### src/rtl/alignment_result_collector_pkg.sv
// Shared constants, FSM state type and letter-code to ASCII mapping for the alignment result collector.
package design_variables;

    localparam logic [7:0] ASCII_A   = 8'h41;
    localparam logic [7:0] ASCII_C   = 8'h43;
    localparam logic [7:0] ASCII_G   = 8'h47;
    localparam logic [7:0] ASCII_T   = 8'h54;
    localparam logic [7:0] ASCII_GAP = 8'h2D;

    typedef enum logic [1:0] {
        IDLE    = 2'd0,
        COLLECT = 2'd1,
        EMIT    = 2'd2,
        DONE    = 2'd3
    } collector_state_t;

    function automatic logic [7:0] letter_to_ascii(input logic gap, input logic [1:0] code);
        logic [7:0] r;
        r = ASCII_GAP;
        if (!gap) begin
            case (code)
                2'b00:   r = ASCII_A;
                2'b01:   r = ASCII_C;
                2'b10:   r = ASCII_G;
                default: r = ASCII_T;
            endcase
        end
        return r;
    endfunction

endpackage

### src/rtl/alignment_result_collector_stack.sv
// Register-based LIFO holding traceback pairs; top is the most recently pushed entry.
module result_stack #(
    parameter int DEPTH = 64,
    parameter int WIDTH = 6,
    localparam int CNT_W = $clog2(DEPTH + 1),
    localparam int IDX_W = (DEPTH > 1) ? $clog2(DEPTH) : 1
) (
    input  logic             clk,
    input  logic             rst,
    input  logic             push,
    input  logic [WIDTH-1:0] push_data,
    input  logic             pop,
    output logic [WIDTH-1:0] top,
    output logic             full,
    output logic             empty,
    output logic [CNT_W-1:0] count
);

    logic [WIDTH-1:0] mem [DEPTH];
    logic [CNT_W-1:0] sp;
    logic [IDX_W-1:0] top_idx;
    logic [IDX_W-1:0] wr_idx;
    logic             do_push;
    logic             do_pop;

    assign full    = (sp == CNT_W'(DEPTH));
    assign empty   = (sp == '0);
    assign count   = sp;
    assign do_pop  = pop && !empty;
    // A simultaneous push and pop replaces the top entry, so a full stack still accepts it.
    assign do_push = push && (!full || do_pop);
    assign top_idx = IDX_W'(sp - CNT_W'(1));
    assign wr_idx  = do_pop ? top_idx : IDX_W'(sp);
    assign top     = mem[top_idx];

    always_ff @(posedge clk) begin
        if (do_push) mem[wr_idx] <= push_data;
    end

    always_ff @(posedge clk or posedge rst) begin
        if (rst) begin
            sp <= '0;
        end else begin
            case ({do_push, do_pop})
                2'b10:   sp <= sp + CNT_W'(1);
                2'b01:   sp <= sp - CNT_W'(1);
                default: sp <= sp;
            endcase
        end
    end

endmodule

### src/rtl/alignment_result_collector.sv
// Buffers reversed traceback pairs and replays them forward as ASCII beats over valid/ready.
// Optional match/mismatch/gap counters are built when ALIGN_STATS_EN is defined.
module alignment_result_collector
    import design_variables::*;
#(
    parameter int LETTER_WIDTH  = 2,
    parameter int SCORE_WIDTH   = 8,
    parameter int MAX_ALIGN_LEN = 64,
    localparam int DEPTH_W = $clog2(MAX_ALIGN_LEN + 1)
) (
    input  logic                   clk,
    input  logic                   rst,
    input  logic                   pair_valid,
    input  logic [LETTER_WIDTH:0]  query_in,
    input  logic [LETTER_WIDTH:0]  database_in,
    input  logic                   trace_done,
    input  logic [SCORE_WIDTH-1:0] score_in,
    output logic                   out_valid,
    input  logic                   out_ready,
    output logic [7:0]             out_query,
    output logic [7:0]             out_database,
    output logic                   out_last,
    output logic [SCORE_WIDTH-1:0] result_score,
    output logic                   result_done,
    output logic                   busy,
    output logic                   overflow,
    output logic                   proto_err
`ifdef ALIGN_STATS_EN
    ,
    output logic [DEPTH_W-1:0]     stat_match,
    output logic [DEPTH_W-1:0]     stat_mismatch,
    output logic [DEPTH_W-1:0]     stat_gap
`endif
);

    localparam int PW = LETTER_WIDTH + 1;
    localparam int EW = 2 * PW;

    collector_state_t   state, state_next;
    logic [EW-1:0]      in_pair;
    logic [EW-1:0]      stack_top;
    logic [DEPTH_W-1:0] count;
    logic [DEPTH_W-1:0] avail;
    logic               full, empty;
    logic               taking, accept_pair, fin, bypass, push, pop, advance;

    function automatic logic [15:0] encode_pair(input logic [EW-1:0] p);
        return {letter_to_ascii(p[EW-1], p[PW+1:PW]), letter_to_ascii(p[PW-1], p[1:0])};
    endfunction

    assign in_pair     = {query_in, database_in};
    assign taking      = (state == IDLE) || (state == COLLECT);
    assign accept_pair = taking && pair_valid && !full;
    assign fin         = taking && trace_done;
    // A pair arriving with trace_done is the alignment start, so it goes straight to the output register.
    assign bypass      = fin && accept_pair;
    assign push        = accept_pair && !trace_done;
    assign avail       = count + DEPTH_W'(accept_pair);
    assign advance     = (state == EMIT) && out_valid && out_ready && !out_last;
    assign pop         = (fin && !bypass && !empty) || advance;
    assign busy        = (state != IDLE);
    assign result_done = (state == DONE);

    result_stack #(
        .DEPTH (MAX_ALIGN_LEN),
        .WIDTH (EW)
    ) u_stack (
        .clk       (clk),
        .rst       (rst),
        .push      (push),
        .push_data (in_pair),
        .pop       (pop),
        .top       (stack_top),
        .full      (full),
        .empty     (empty),
        .count     (count)
    );

    always_comb begin
        state_next = state;
        case (state)
            IDLE, COLLECT: begin
                if (fin)             state_next = (avail == '0) ? DONE : EMIT;
                else if (pair_valid) state_next = COLLECT;
            end
            EMIT:    if (out_valid && out_ready && out_last) state_next = DONE;
            DONE:    state_next = IDLE;
            default: state_next = IDLE;
        endcase
    end

    always_ff @(posedge clk or posedge rst) begin
        if (rst) state <= IDLE;
        else     state <= state_next;
    end

    always_ff @(posedge clk or posedge rst) begin
        if (rst) begin
            out_valid    <= 1'b0;
            out_query    <= '0;
            out_database <= '0;
            out_last     <= 1'b0;
        end else if (fin && (avail != '0)) begin
            out_valid                 <= 1'b1;
            {out_query, out_database} <= encode_pair(bypass ? in_pair : stack_top);
            out_last                  <= bypass ? (count == '0) : (count == DEPTH_W'(1));
        end else if (advance) begin
            {out_query, out_database} <= encode_pair(stack_top);
            out_last                  <= (count == DEPTH_W'(1));
        end else if ((state == EMIT) && out_valid && out_ready) begin
            out_valid <= 1'b0;
            out_last  <= 1'b0;
        end
    end

    always_ff @(posedge clk or posedge rst) begin
        if (rst) begin
            result_score <= '0;
            overflow     <= 1'b0;
            proto_err    <= 1'b0;
        end else begin
            if (fin)                           result_score <= score_in;
            if (taking && pair_valid && full)  overflow     <= 1'b1;
            if ((state == EMIT) && (pair_valid || trace_done)) proto_err <= 1'b1;
        end
    end

`ifdef ALIGN_STATS_EN
    logic is_gap, is_match, is_mismatch, start;

    assign is_gap      = query_in[LETTER_WIDTH] | database_in[LETTER_WIDTH];
    assign is_match    = !is_gap && (query_in[LETTER_WIDTH-1:0] == database_in[LETTER_WIDTH-1:0]);
    assign is_mismatch = !is_gap && !is_match;
    // Any activity in IDLE opens a new alignment, so counters restart there.
    assign start       = (state == IDLE) && (pair_valid || trace_done);

    always_ff @(posedge clk or posedge rst) begin
        if (rst) begin
            stat_match    <= '0;
            stat_mismatch <= '0;
            stat_gap      <= '0;
        end else if (start) begin
            stat_match    <= DEPTH_W'(accept_pair && is_match);
            stat_mismatch <= DEPTH_W'(accept_pair && is_mismatch);
            stat_gap      <= DEPTH_W'(accept_pair && is_gap);
        end else if (accept_pair) begin
            stat_match    <= stat_match    + DEPTH_W'(is_match);
            stat_mismatch <= stat_mismatch + DEPTH_W'(is_mismatch);
            stat_gap      <= stat_gap      + DEPTH_W'(is_gap);
        end
    end
`endif

endmodule

### config.mk
export PLATFORM = sky130hd
export DESIGN_NAME = alignment_result_collector
export DESIGN_NICKNAME = d
export VERILOG_FILES = /design/src/rtl/alignment_result_collector_pkg.sv /design/src/rtl/alignment_result_collector_stack.sv /design/src/rtl/alignment_result_collector.sv
export SDC_FILE = /design/constraint.sdc
export NUM_CORES = 1
export LEC_CHECK = 0
export CORE_UTILIZATION = 60
export CTS_BUF_LIST = sky130_fd_sc_hd__clkbuf_4 sky130_fd_sc_hd__clkbuf_8
export CTS_CLUSTER_SIZE = 14
export DETAILED_ROUTE_END_ITERATION = 6
export DONT_BUFFER_PORTS = 1
export PLACE_DENSITY_LB_ADDON = 0.1
export SLEW_MARGIN = 10
export SYNTH_ARGS = -nofsm -noshare
export SYNTH_HDL_FRONTEND = slang
export SYNTH_SLANG_ARGS = --single-unit
### constraint.sdc
create_clock -name clk -period 4.45 [get_ports clk]
set_input_delay 0.89 -clock clk [delete_from_list [all_inputs] [get_ports clk]]
set_output_delay 0.89 -clock clk [all_outputs]
set_load 0.005 [all_outputs]
==> results list, run 1 <==
- Result of the run: completed
* Worst Setup End Kind: flip-flop
- Max-cap violations: 0
* Met3 demand-to-capacity share in global routing: 0.0595
* Worst-case reg-to-reg path depth: 12
* Boundary Pins: 49
- Die width: 174 um
- The core region is 28900 sq um.
- Relative slew margins: 0.132
- Layer carrying the most global-route usage: met2
* Initial Util: 0.615
* Slew Viols, Final: 0
* Crit start category: flip-flop
- Met2 usage in global routing: 0.434
* Routability-driven placement congestion ratio: 0.867
- Achievable clock frequency: 0.240 GHz
- STA puts the critical path data required time at 4910 ps.
- The number of failing hold endpoints at the final stage was 0.
- For this run, the number of Yosys warnings is 0.
* Antenna Nets Post-Route: 0
- Number of global-route vias before repair: 9946
- IR analysis of the VDD net gives a maximum drop of 0.000617 V.
* Most numerous cell on the critical path: sky130_fd_sc_hd__mux2i_1
* Critical-path top delay cell: sky130_fd_sc_hd__ha_4
- For the pin with the worst max-slew slack, the measured transition is 1290 ps.
- Dividing the detail-routed wire length by the instance count gives 25.5 um.
- Setup violations remaining at the end of the flow were counted as 0.
- In this run, post-CTS repair resized a total of 0 instances.
* Static leakage: 6.84 nW
- Synthesis handed over a netlist of 1024 instances.
- The tree is rooted in a sky130_fd_sc_hd__clkbuf_8.
* Type of the worst setup path: flip-flop to flip-flop
- Clk buf depth: 3
* RSZ-0062 raised after global routing: false
- The worst register-to-register path begins at u_stack.count[0]$_DFFE_PP0P_.
* Number of unique standard cell types used by synthesis: 65
- Top area cells in the synthesized netlist: sky130_fd_sc_hd__edfxtp_1 65%, sky130_fd_sc_hd__mux4_2 11%, sky130_fd_sc_hd__dfrtp_1 4.7%
- Proportion of layout cells with a drive suffix above 1: 0.282
- Number of antenna violations at the first check in global routing: 0
- Of the synthesized area, sequential elements account for 0.697.
- The signal on the critical path passes through inv_1 -> ha_4 -> buf_4 -> mux4_2 -> mux2i_1 -> mux2i_1 -> mux2i_1 -> mux2i_1 -> mux2_2 -> ha_1 -> a32o_1 -> a221o_1.
- Of the available clock period, the critical path in the final layout requires 0.937.
- Clock skew on the completed layout was measured at 36.2 ps.
* Number of buffer cells added on primary ports: 0
* Total power divided by cell area: 714 nW/um^2
- The routed layout has 9845 vias.
* Mapped Area: 17700 sq um
* DRC errors left: 0
* Flop2flop setup slack: 280 ps
* Number of clock buffers inserted by TritonCTS: 67
* Tightest Hold Check Type: input port to async pin
- The first global-routing pass estimated 59700 um of wire.
* GRT met1 Usage: 0.361
- Wire length reported by the detailed router: 39600 um
- CP arrival: 4630 ps
- Clock tree from TritonCTS: built
* Maximum fanout count along the critical path: 24
* Share of the core filled with cells: 0.695
- Die Outline Area: 30200 sq um
- Relative to the synthesized area, the layout overhead comes to 13.2%.
- Number of enable flip-flop cells after synthesis: 384
- Mapped Avg Cell Area: 17.3 sq um
- Mean number of vias per cell: 6.33
- Floorplan die height: 174 um
- Synthesis inferred 417 register bits.
- Post-CTS timing repair inserted 0 buffers for setup.
- Largest area contributor in the netlist: sky130_fd_sc_hd__edfxtp_1
* Later-pin clock latency in the skew report: 600 ps
* Placement Rows: 62
- Clock slew at the register clock pins of the worst setup and hold paths: 60 ps
* Maximum number of pins on one net before global-route repair: 68
* Commonest cells post-synth: 384 x sky130_fd_sc_hd__edfxtp_1, 86 x sky130_fd_sc_hd__mux4_2, 80 x sky130_fd_sc_hd__nor3_1, 72 x sky130_fd_sc_hd__mux2i_1, 53 x sky130_fd_sc_hd__nand2_1
- Among all flip-flop cells after synthesis, the most frequent one is sky130_fd_sc_hd__edfxtp_1.
- Number of DRC violations after detailed-routing iteration 0: 984
- In the synthesized netlist the async set-or-reset flop fraction comes to 0.0791.
- TritonCTS Sinks: 417
- In the post-synthesis netlist, the cell with the most instances is sky130_fd_sc_hd__edfxtp_1.
- The worst register-to-register path ends at out_database[4]$_DFFE_PP0P_.
- Half-perimeter wire length after detailed placement: 24600 um
- The repair_antennas step left the layout with diodes totalling 0.
- The final layout contains 1160 nets.
- The H-tree was split into 3 levels.
- Across every metal layer, demand over resource in global routing totals 0.268.
- After global routing the overflow that remains totals 0.
- After layout, the minimum clock period comes to 4170 ps.
* Final-layout setup total negative slack: 0 ps
- Delay of the slowest cell on the worst path: 530 ps
* Top cell type's share of synthesized area: 0.650
- Buffers inserted to repair hold after CTS numbered 0.
- The first detailed-routing pass ran for 5 iterations.
## where the power goes
group | internal, mW | switching (mW) | leakage, nW
sequential | 4.47 | 0.154 | 3.83
combinational | 2.69 | 3.81 | 2.31
clock | 1.75 | 1.46 | 0.693
total | 8.90 | 5.43 | 6.84
## logic make-up after synthesis
group           after synthesis  synth area share
simple gates                228            0.0647
compound gates               94            0.0382
xor+xnor                     17           0.00882
other cells                   1          0.000211
mux                         173             0.160
buf+inv                      80            0.0218
fa+ha+maj                    14           0.00988
flops                       417             0.697
## cell type report
type	instances	area, sq um
sequential	417	12400
fill	1926	8790
clock buffer	93	1150
inverter	13	48.8
multi-input combinational	528	5060
tap	384	480
timing repair buffer	100	801
clock inverter	20	171
## state kept, by name, indices dropped and copies added (netlist names)
signal / flops
u_stack.mem: 384
result_score: 8
u_stack.count: 7
out_database: 6
out_query: 6
state: 2
out_last: 1
out_valid: 1
overflow: 1
proto_err: 1
## how the worst max path moves through the flow
stage	end	from	slack, ps
final	out_database[4]$_DFFE_PP0P_	u_stack.count[0]$_DFFE_PP0P_	280
after global routing	out_database[4]$_DFFE_PP0P_	u_stack.count[0]$_DFFE_PP0P_	130
after CTS	out_database[4]$_DFFE_PP0P_	u_stack.count[0]$_DFFE_PP0P_	240
after detailed placement	out_database[4]$_DFFE_PP0P_	u_stack.count[0]$_DFFE_PP0P_	270
after global placement	out_database[4]$_DFFE_PP0P_	u_stack.count[0]$_DFFE_PP0P_	330
after floorplan	out_database[4]$_DFFE_PP0P_	u_stack.count[0]$_DFFE_PP0P_	80
## cell usage in the layout (no fill, tap or decap), types with 7 or more instances in the layout
cell	count
sky130_fd_sc_hd__dfrtp_1	32
sky130_fd_sc_hd__inv_1	12
sky130_fd_sc_hd__a21oi_1	10
sky130_fd_sc_hd__clkbuf_4	21
sky130_fd_sc_hd__ha_1	13
sky130_fd_sc_hd__clkbuf_8	72
sky130_fd_sc_hd__nand2_1	53
sky130_fd_sc_hd__buf_4	96
sky130_fd_sc_hd__xnor2_1	11
sky130_fd_sc_hd__nand4_1	7
sky130_fd_sc_hd__a31oi_1	12
sky130_fd_sc_hd__clkinv_1	10
sky130_fd_sc_hd__nand3_1	23
sky130_fd_sc_hd__nor4_1	8
sky130_fd_sc_hd__o21ai_1	10
sky130_fd_sc_hd__nor3_1	79
sky130_fd_sc_hd__a211oi_1	11
sky130_fd_sc_hd__edfxtp_1	384
sky130_fd_sc_hd__nor2_1	24
sky130_fd_sc_hd__mux4_2	86
sky130_fd_sc_hd__mux2_2	14
sky130_fd_sc_hd__mux2i_1	72
## worst max-delay path: cells and delay by family (launching register included)
kind / cells / cell delay (ps)
multiplexers: 6 / 1830
adder cells (fa/ha/maj): 2 / 740
AO/OA/AOI/OAI: 2 / 560
flip-flops: 1 / 470
buffers and inverters: 2 / 430
## through the flow
step	instance area, sq um	instances	power [mW]	setup WS (ps)	hold WS [ps]
after global placement	18800	1442	11.1	328	492
after CTS	20100	1555	14.3	237	271
after floorplan	17700	1025	9.22	78.0	466
after global routing	20100	1555	15.0	133	299
final	20100	1555	14.3	279	272
after detailed placement	18800	1442	11.1	273	496
## per-layer routing
metal	share of wire	vias up
met5	0	-
met4	0.033	0
met3	0.069	104
met2	0.49	406
met1	0.41	4992
li1	-	4343
(Power assumes the default switching activity.)
==> run 2, diff against run 1 <==
--- a/config.mk
+++ b/config.mk
@@ -5,7 +5,8 @@
 export SDC_FILE = /design/constraint.sdc
 export NUM_CORES = 1
 export LEC_CHECK = 0
-export CORE_UTILIZATION = 60
+export CAP_MARGIN = 20
+export CORE_UTILIZATION = 39
 export CTS_BUF_LIST = sky130_fd_sc_hd__clkbuf_4 sky130_fd_sc_hd__clkbuf_8
 export CTS_CLUSTER_SIZE = 14
 export DETAILED_ROUTE_END_ITERATION = 6
==> run 2 against run 1 <==
Compared with the run above:
- sequential cell count stayed put
- via count is 1.0% lower
- sequential power hardly changed
- first-iteration DRC count is 16% lower
- non-clock buffer count is 9 higher
- design area is 2.4% higher
- count of clock-buffer cells in the layout is 10 higher
==> results list, run 2 (synthesis results as in run 1) <==
* Flop2flop setup slack: 430 ps
* Timing endpoint of the critical path: out_database[4]$_DFFE_PP0P_
* Fill cell instance count of the final layout: 3949
* Number of DRC violations after detailed-routing iteration 0: 828
* Launching point of the worst reg2reg path: u_stack.count[0]$_DFFE_PP0P_
- Antenna Nets Post-Route: 0
- The critical path is of the flip-flop to flip-flop type.
- The congestion estimate from routability-driven global placement came to 0.818.
- Register ranked first by flip-flop count: u_stack.mem
- Crit start category: flip-flop
- Routed wire length per instance: 24.8 um
- For this run, the detailed router's first-pass iteration total came to 5.
* Worst Setup End Kind: flip-flop
* Post-CTS setup-driven buffer insertion count: 0
- Compared with the post-synthesis result, the final layout area differs by 15.9%.
- In this run the worst path has a maximum fanout of 23.
* Leading cell type in the layout, fill and taps excluded: sky130_fd_sc_hd__edfxtp_1
* Relative slew margins: 0.257
* Number of buffer cells added on primary ports: 0
* Floorplan die height: 215 um
- Delay of the slowest cell on the worst path: 590 ps
- Global-route wire length before repair: 66900 um
- Total routing usage reported by global routing: 0.198
- In the routed design, unresolved DRC markers number 0.
- Clk buf depth: 3
- The core region is 44500 sq um.
- The number of failing hold endpoints at the final stage is 0.
- Number of antenna violations at the first check in global routing: 0
* Clock slew at the register clock pins of the worst setup and hold paths: 50 ps
- CP arrival: 4520 ps
* Worst Max-Slew Pin Slew: 1110 ps
- The final max-slew violation count is 0.
- Pre-CTS setup slack: 478 ps
- Worst setup path startpoint: u_stack.count[0]$_DFFE_PP0P_
* Result of the run: completed
- Half-perimeter wire length after detailed placement: 27400 um
- The signal on the critical path passes through inv_1 -> ha_4 -> buf_4 -> mux4_2 -> mux2i_1 -> mux2i_1 -> mux2i_1 -> mux2i_1 -> mux2_2 -> ha_1 -> a32o_1 -> a221o_1.
- Die width: 215 um
* Tmin final: 4020 ps
- In this run the number of H-tree levels came out at 3.
* Resize count post-CTS: 0
- Of the available clock period, the critical path in the final layout requires 0.903.
* Worst ir drop on vdd: 0.000530 V
- Number of buffers inserted for hold repair after clock tree synthesis: 0
- TritonCTS built the clock tree.
- In the routed layout, each cell is associated on average with a via count of 5.43.
- Power spread over the standard cell area amounts to 724 nW/um^2.
- Pin placement for this block handled 49 I/O pins.
- Clock root buffer: sky130_fd_sc_hd__clkbuf_8
* Critical-path top delay cell: sky130_fd_sc_hd__ha_4
* Placement Rows: 77
- Maximum number of pins on one net before global-route repair: 68
* Proportion of layout cells with a drive suffix above 1: 0.293
- Number of global-route vias before repair: 10100
* Number of clock buffers inserted by TritonCTS: 74
- Worst-case reg-to-reg path depth: 12
- Number of antenna diodes: 0
* Overall power consumption: 14.9 mW
* TritonCTS Sinks: 417
- For this design the static power due to leakage is 6.96 nW.
- RSZ-0062 raised after global routing: false
- Setup violations remaining at the end of the flow were counted as 0.
* Max FFs per register: 384
- Summing over every cut layer, the via total after detailed routing is 9743.
- Later-pin clock latency in the skew report: 640 ps
* Final global-route overflow total: 0
* Achievable clock frequency: 0.249 GHz
- Once layout is complete, the utilization of the core stands at 0.462.
- Tightest Hold Check Type: input port to async pin
- The die covers 46300 sq um.
- Wire length reported by the detailed router: 44500 um
* Max-cap violations: 0
- Final-layout setup total negative slack: 0 ps
- The net count of the finished layout is 1176.
- The initial utilization of the core area, before any placement, comes to 0.398.
- Clock skew on the completed layout was measured at 32.8 ps.
- In the layout the commonest cells are 384 x sky130_fd_sc_hd__edfxtp_1, 103 x sky130_fd_sc_hd__buf_4, 86 x sky130_fd_sc_hd__mux4_2.
- In this run the critical register-to-register path is captured at out_database[4]$_DFFE_PP0P_.
* Most numerous cell on the critical path: sky130_fd_sc_hd__mux2i_1
- Final Worst Setup Slack: 430 ps
- Req. time, crit path: 4950 ps
-- run 2: cell types whose count changed in the layout (fill, tap and decap cells not counted), moves of 3 or more --
cell / before / now
sky130_fd_sc_hd__clkinv_1: 10 / 18
sky130_fd_sc_hd__buf_4: 96 / 103
sky130_fd_sc_hd__clkbuf_8: 72 / 79
sky130_fd_sc_hd__clkinv_2: 3 / 9
sky130_fd_sc_hd__clkbuf_4: 21 / 25
sky130_fd_sc_hd__clkinv_8: 3 / 0
-- run 2: through the flow --
stage	instance area, sq um	std cells	hold WS [ps]
final	20600	1793	263
after global routing	20600	1793	259
after CTS	20500	1790	233
after detailed placement	19100	1656	521
after global placement	19100	1656	526
after floorplan	17700	1025	466
-- run 2: worst min path at each step --
| stage | from | to | slack (ps) | depth (start not counted) |
|---|---|---|---|---|
| final | rst | result_score[4]$_DFFE_PP0P_ | 260 | 2 |
| after global routing | rst | result_score[4]$_DFFE_PP0P_ | 260 | 2 |
| after global placement | result_score[4]$_DFFE_PP0P_ | result_score[4]$_DFFE_PP0P_ | 530 | 1 |
| after CTS | rst | out_query[0]$_DFFE_PP0P_ | 230 | 2 |
| after floorplan | overflow$_DFFE_PP0P_ | overflow$_DFFE_PP0P_ | 470 | 1 |
| after detailed placement | out_valid$_DFFE_PP0P_ | out_valid$_DFFE_PP0P_ | 520 | 2 |
-- run 2: per-layer routing --
metal	up-vias	part of all wire	global-route usage
met4	0	0.024	0.0641
met3	74	0.052	0.0454
met2	266	0.46	0.300
met1	5018	0.46	0.282
li1	4385	-	-
met5	-	0	0
-- run 2: worst max-delay path: cells and delay by family (launching register included) --
kind                     cells  cell delay, ps
flip-flops                   1             440
adder cells (fa/ha/maj)      2             810
AO/OA/AOI/OAI                2             570
buffers and inverters        2             410
multiplexers                 6            1660
-- run 2: report_power, final --
part	switching (mW)	total (mW)	internal (mW)
clock network	1.56	3.51	1.96
registers	0.185	4.65	4.47
logic	3.94	6.72	2.78
total	5.68	14.9	9.20
-- run 2: cell type report --
class,instances,area (sq um),area share
Tap cell,592,741,0.0360
Timing Repair Buffer,109,881,0.0429
Sequential cell,417,12400,0.601
Clock inverter,31,193,0.00938
Clock buffer,103,1270,0.0617
Inverter,13,48.8,0.00237
Multi-Input combinational cell,528,5060,0.246
==> run 3, diff against run 2 <==
--- a/config.mk
+++ b/config.mk
@@ -5,6 +5,7 @@
 export SDC_FILE = /design/constraint.sdc
 export NUM_CORES = 1
 export LEC_CHECK = 0
+export ABC_CLOCK_PERIOD_IN_PS = 4450
 export CAP_MARGIN = 20
 export CORE_UTILIZATION = 39
 export CTS_BUF_LIST = sky130_fd_sc_hd__clkbuf_4 sky130_fd_sc_hd__clkbuf_8
==> results of run 3 <==
The final DEF is identical to that of run 2; final timing and power are the same.
